`src/rtl/ds_lifo.sv`:
```
// ds_lifo: last-in-first-out stream buffer with registered handshake and level reporting.
// The top of stack falls through to o_rd_data while o_rd_vld is high; CAPACITY=0 is a wire bypass.
module ds_lifo #(
    parameter int unsigned CAPACITY = 8,
    parameter type DTYPE = logic [7:0],
    localparam int unsigned LW = (CAPACITY == 0) ? 1 : $clog2(CAPACITY + 1)
) (
    input  logic          i_clk,
    input  logic          i_rst,
    input  logic          i_wr_vld,
    output logic          o_wr_rdy,
    input  DTYPE          i_wr_data,
    output logic          o_rd_vld,
    input  logic          i_rd_rdy,
    output DTYPE          o_rd_data,
    input  logic [LW-1:0] i_wr_lvl_thr,
    output logic          o_wr_lim,
    output logic [LW-1:0] o_wr_lvl,
    output logic          o_wr_lvl_gte,
    input  logic [LW-1:0] i_rd_lvl_thr,
    output logic          o_rd_lim,
    output logic [LW-1:0] o_rd_lvl,
    output logic          o_rd_lvl_gte
);

    generate
        if (CAPACITY == 0) begin : g_bypass
            // Zero-capacity buffer: straight wires, no state, no levels.
            assign o_wr_rdy     = i_rd_rdy;
            assign o_rd_vld     = i_wr_vld;
            assign o_rd_data    = i_wr_data;
            assign o_wr_lim     = 1'b0;
            assign o_wr_lvl     = '0;
            assign o_wr_lvl_gte = 1'b0;
            assign o_rd_lim     = 1'b0;
            assign o_rd_lvl     = '0;
            assign o_rd_lvl_gte = 1'b0;

            logic w_unused;
            assign w_unused = &{1'b0, i_clk, i_rst, i_wr_lvl_thr, i_rd_lvl_thr};
        end else begin : g_stack
            localparam int unsigned AW = (CAPACITY < 2) ? 1 : $clog2(CAPACITY);
            localparam logic [LW-1:0] CAP_L = LW'(CAPACITY);

            DTYPE          r_mem [CAPACITY];
            logic [LW-1:0] r_cnt;
            logic          r_wr_rdy;
            logic          r_rd_vld;
            logic          r_wr_lim;
            logic [LW-1:0] r_wr_lvl;
            logic          r_wr_lvl_gte;
            logic          r_rd_lim;
            logic [LW-1:0] r_rd_lvl;
            logic          r_rd_lvl_gte;

            logic          w_push;
            logic          w_pop;
            logic [LW-1:0] w_nxt;
            logic [LW-1:0] w_free;
            logic [AW-1:0] w_top_addr;
            logic [AW-1:0] w_waddr;

            // Transfer qualifiers and next stack pointer; push and pop together leave it unchanged.
            always_comb begin
                w_push     = i_wr_vld & r_wr_rdy;
                w_pop      = r_rd_vld & i_rd_rdy;
                w_nxt      = r_cnt + LW'(w_push) - LW'(w_pop);
                w_free     = CAP_L - w_nxt;
                w_top_addr = AW'(r_cnt - LW'(1));
                // A simultaneous pop frees the top slot, so the new word overwrites it in place.
                w_waddr    = w_pop ? w_top_addr : AW'(r_cnt);
            end

            // Storage array; contents are never reset, stale entries are ignored via r_cnt.
            always_ff @(posedge i_clk) begin
                if (w_push) begin
                    r_mem[w_waddr] <= i_wr_data;
                end
            end

            // Stack pointer, handshake and levels, all registered from the next count.
            always_ff @(posedge i_clk) begin
                if (i_rst) begin
                    r_cnt        <= '0;
                    r_wr_rdy     <= 1'b1;
                    r_rd_vld     <= 1'b0;
                    r_wr_lim     <= 1'b0;
                    r_wr_lvl     <= CAP_L;
                    r_wr_lvl_gte <= 1'b1;
                    r_rd_lim     <= 1'b1;
                    r_rd_lvl     <= '0;
                    r_rd_lvl_gte <= (i_rd_lvl_thr == '0);
                end else begin
                    r_cnt        <= w_nxt;
                    r_wr_rdy     <= (w_nxt != CAP_L);
                    r_rd_vld     <= (w_nxt != '0);
                    r_wr_lim     <= (w_nxt == CAP_L);
                    r_wr_lvl     <= w_free;
                    r_wr_lvl_gte <= (w_free >= i_wr_lvl_thr);
                    r_rd_lim     <= (w_nxt == '0);
                    r_rd_lvl     <= w_nxt;
                    r_rd_lvl_gte <= (w_nxt >= i_rd_lvl_thr);
                end
            end

            assign o_wr_rdy     = r_wr_rdy;
            assign o_rd_vld     = r_rd_vld;
            assign o_rd_data    = r_mem[w_top_addr];
            assign o_wr_lim     = r_wr_lim;
            assign o_wr_lvl     = r_wr_lvl;
            assign o_wr_lvl_gte = r_wr_lvl_gte;
            assign o_rd_lim     = r_rd_lim;
            assign o_rd_lvl     = r_rd_lvl;
            assign o_rd_lvl_gte = r_rd_lvl_gte;
        end
    endgenerate

endmodule

```
`config.mk`:
```
export PLATFORM = sky130hd
export DESIGN_NAME = ds_lifo
export DESIGN_NICKNAME = d
export VERILOG_FILES = /design/src/rtl/ds_lifo.sv
export SDC_FILE = /design/constraint.sdc
export NUM_CORES = 1
export LEC_CHECK = 0
export CELL_PAD_IN_SITES_DETAIL_PLACEMENT = 0
export CELL_PAD_IN_SITES_GLOBAL_PLACEMENT = 1
export CORE_ASPECT_RATIO = 0.6
export CORE_UTILIZATION = 25
export DETAILED_ROUTE_END_ITERATION = 7
export PLACE_DENSITY = 0.54
export SLEW_MARGIN = 20
export SYNTH_ARGS = -nofsm -noshare
export SYNTH_HDL_FRONTEND = slang
export SYNTH_SLANG_ARGS = --single-unit
export TNS_END_PERCENT = 1
```
`constraint.sdc`:
```
create_clock -name i_clk -period 2.98 [get_ports i_clk]
set_input_delay 0.596 -clock i_clk [delete_from_list [all_inputs] [get_ports i_clk]]
set_output_delay 0.596 -clock i_clk [all_outputs]
set_load 0.1 [all_outputs]
```
==> impl_metrics.py <==
metrics = {
    "flow_run": {
        "cap_viol_max_count": 0,
    },
    "cts": {
        "clockBufferDepth": 2,
        "holdBufCountCts": 0,
        "cts_buffers": 9,
        "clock-sinks": 77,
        "clockRootBuffer": "clkbuf_16",
        "cts_tree": "yes",
        "clk_latency_ns": 0.33,
        "path_clk_slew_ns": 0.06,
        "htreeDepth": 3,
    },
    "yosys": {
        "yosysTopAreaCellShare_pct": 58.1,
        "yosysSeqAreaShare_pct": 66.0,
        "ys_warn_count": 0,
        "synth.distinct_cells": 38,
        "synth-edff-count": 64,
        "synth_area_leader_cell": "edfxtp_1",
        "ys_ff_latch": 77,
        "async_flop_share_pct": 0,
        "synth_ff_type": "edfxtp_1",
        "synth_nets": 229,
        "synth_common_cells": "edfxtp_1 (64), nor2_1 (15), dfxtp_1 (13), ha_1 (13), mux4_2 (13)",
        "synth.area.top_cells": "edfxtp_1 (58%), mux4_2 (8.9%), dfxtp_1 (7.9%)",
        "syn_inst": 195,
        "synth_most_common_cell": "edfxtp_1",
        "synth.avg_cell_area_sq_um": 17.0,
        "syn-cell-area_sq_um": 3310,
    },
    "detailed_routing": {
        "first_pass_iters": 4,
        "vias": 1857,
        "viasPerCell": 4.23,
        "drt_iter0_markers": 72,
        "wirelength_microns": 6900,
        "route.detailed.wl_per_inst_microns": 15.7,
        "detail_route.drc_violations": 0,
        "drtAntennaViolNets": 0,
    },
    "global_route": {
        "grt_pass1_wl_microns": 10900,
        "grt-ovfl-total": 0,
        "grt_max_degree": 21,
        "grt.total_usage_pct": 11.1,
        "grt_pass1_vias": 1901,
        "antenna_found_initial": 0,
    },
    "worst_setup_path": {
        "crit_path_max_fanout": 18,
        "cp-start-kind": "flop",
        "path_class": "flop to output pin",
        "critical_path_arrival_ns": 2.24,
        "crit_required_ns": 2.38,
        "cp-end-kind": "output pin",
    },
    "sta": {
        "finalSetupViolations": 0,
        "fin_crit_ns": 2.84,
        "setup_tns_ns": 0,
        "rsz0062_at_grt": "false",
        "post-route-period-util_pct": 95.1,
        "tightest_slew_ns": 0.543,
        "skew_ns": 0.00671,
        "final_hold_viol_count": 0,
        "fmax_mhz": 353,
        "slew_viol_final": 0,
        "relSlewSlack_pct": 63.7,
    },
    "run_status": {
        "status": "finished, final reports clean",
    },
    "floorplan": {
        "io_pins": 42,
        "core_area_sq_um": 12900,
        "start_util_pct": 25.7,
        "die_w_microns": 150,
        "die_area_sq_um": 13700,
        "rows": 32,
        "dieHeight_microns": 91.1,
    },
    "finish": {
        "n_antenna_cell": 0,
        "drive_gt1_share_pct": 37.5,
        "layout.nets": 298,
        "area_growth_pct": 35.3,
        "fill_cells": 1232,
    },
    "worst_hold_path": {
        "worstHoldPathType": "flop to flop",
    },
    "placed_design": {
        "globalplace.congestion": 0.778,
        "dpl.hpwl_microns": 4790,
        "port_buffers": 41,
    },
}
==> area by class of cell <==
type | instances | area (sq um) | share of cell area, %
clock buffer | 10 | 229 | 5.12
clock inverter | 6 | 71.3 | 1.59
inverter | 13 | 48.8 | 1.09
multi-input combinational | 97 | 1070 | 23.9
sequential | 77 | 2190 | 49.0
tap | 170 | 213 | 4.75
timing repair buffer | 66 | 652 | 14.6
==> cells by family after synthesis <==
logic type      count (synthesis)  share of synthesized area [%]
flops                          77                           66.0
simple gates                   35                           4.99
mux                            24                           14.1
buf+inv                        21                           3.10
compound gates                 18                           3.82
fa+ha+maj                      14                           5.52
xor+xnor                        6                           2.50
==> per-stage QoR <==
stage	instances	worst slack [ns]	area, sq um	utilization, %	hold WS [ns]
final	439	0.145	4470	34.8	0.881
after global routing	439	0.0413	4470	34.8	0.915
after CTS	438	0.0224	4430	34.4	0.882
after detailed placement	422	-0.395	4110	32.0	0.861
after global placement	422	-0.360	4110	32.0	0.878
after floorplan	195	-0.0604	3320	-	0.668
==> critical path, cell delays in order (launching register included) <==
cell and delay (ns):
dfxtp_2 0.37, inv_1 0.11, ha_1 0.28, buf_4 0.28, mux4_2 0.38, mux2_2 0.31
buf_12 0.17
==> flip-flops by register name, summed over array words and instances, names as in the netlist <==
name	count
o_wr_lim	1
o_rd_lim	1
o_rd_vld	1
o_wr_lvl	4
o_rd_lvl_gte	1
o_wr_rdy	1
o_wr_lvl_gte	1
o_rd_lvl	3
g_stack.r_mem	64
==> path summary, 6_finish.rpt <==
check                                  from            to  slack, ns  cells after the start
worst min register to register  o_rd_lvl[3]   o_rd_lvl[3]       0.88                      4
worst max-delay path            o_rd_lvl[1]  o_rd_data[4]       0.14                      6
worst max register to register     o_rd_vld  o_wr_lvl_gte       0.39                     11
worst min-delay path            o_rd_lvl[3]   o_rd_lvl[3]       0.88                      4
==> routing by layer <==
metal / global-route usage, % / vias to the layer above / part of all wire, %
li1: - / 883 / -
met1: 16.2 / 935 / 53
met2: 15.1 / 27 / 42
met3: 3.77 / 12 / 3.6
met4: 4.04 / 0 / 1.5
met5: 0 / - / 0
==> what timing repair did <==
item                                    4_1_cts  5_1_grt
resized for setup                             3        9
hold endpoints to repair                      0        0
endpoints found under the setup margin        1        1
pin swaps                                     1        4
buffers inserted                              0        1
==> cells in the final DEF (no fill, tap or decap), types with 3 or more instances in the layout <==
cell	n
a211o_1	3
a21o_1	3
a21oi_1	4
a31oi_1	3
buf_12	8
buf_4	38
clkbuf_16	9
clkdlybuf4s50_1	17
dfxtp_1	9
edfxtp_1	64
ha_1	10
inv_1	11
mux2_2	7
mux4_1	3
mux4_2	13
nand2_1	6
nor2_1	15
nor3_1	3
xnor2_2	3
Power is left out: the tool's default activity adds up to more than one toggle a clock period on the data nets, which glitch-free logic cannot reach.
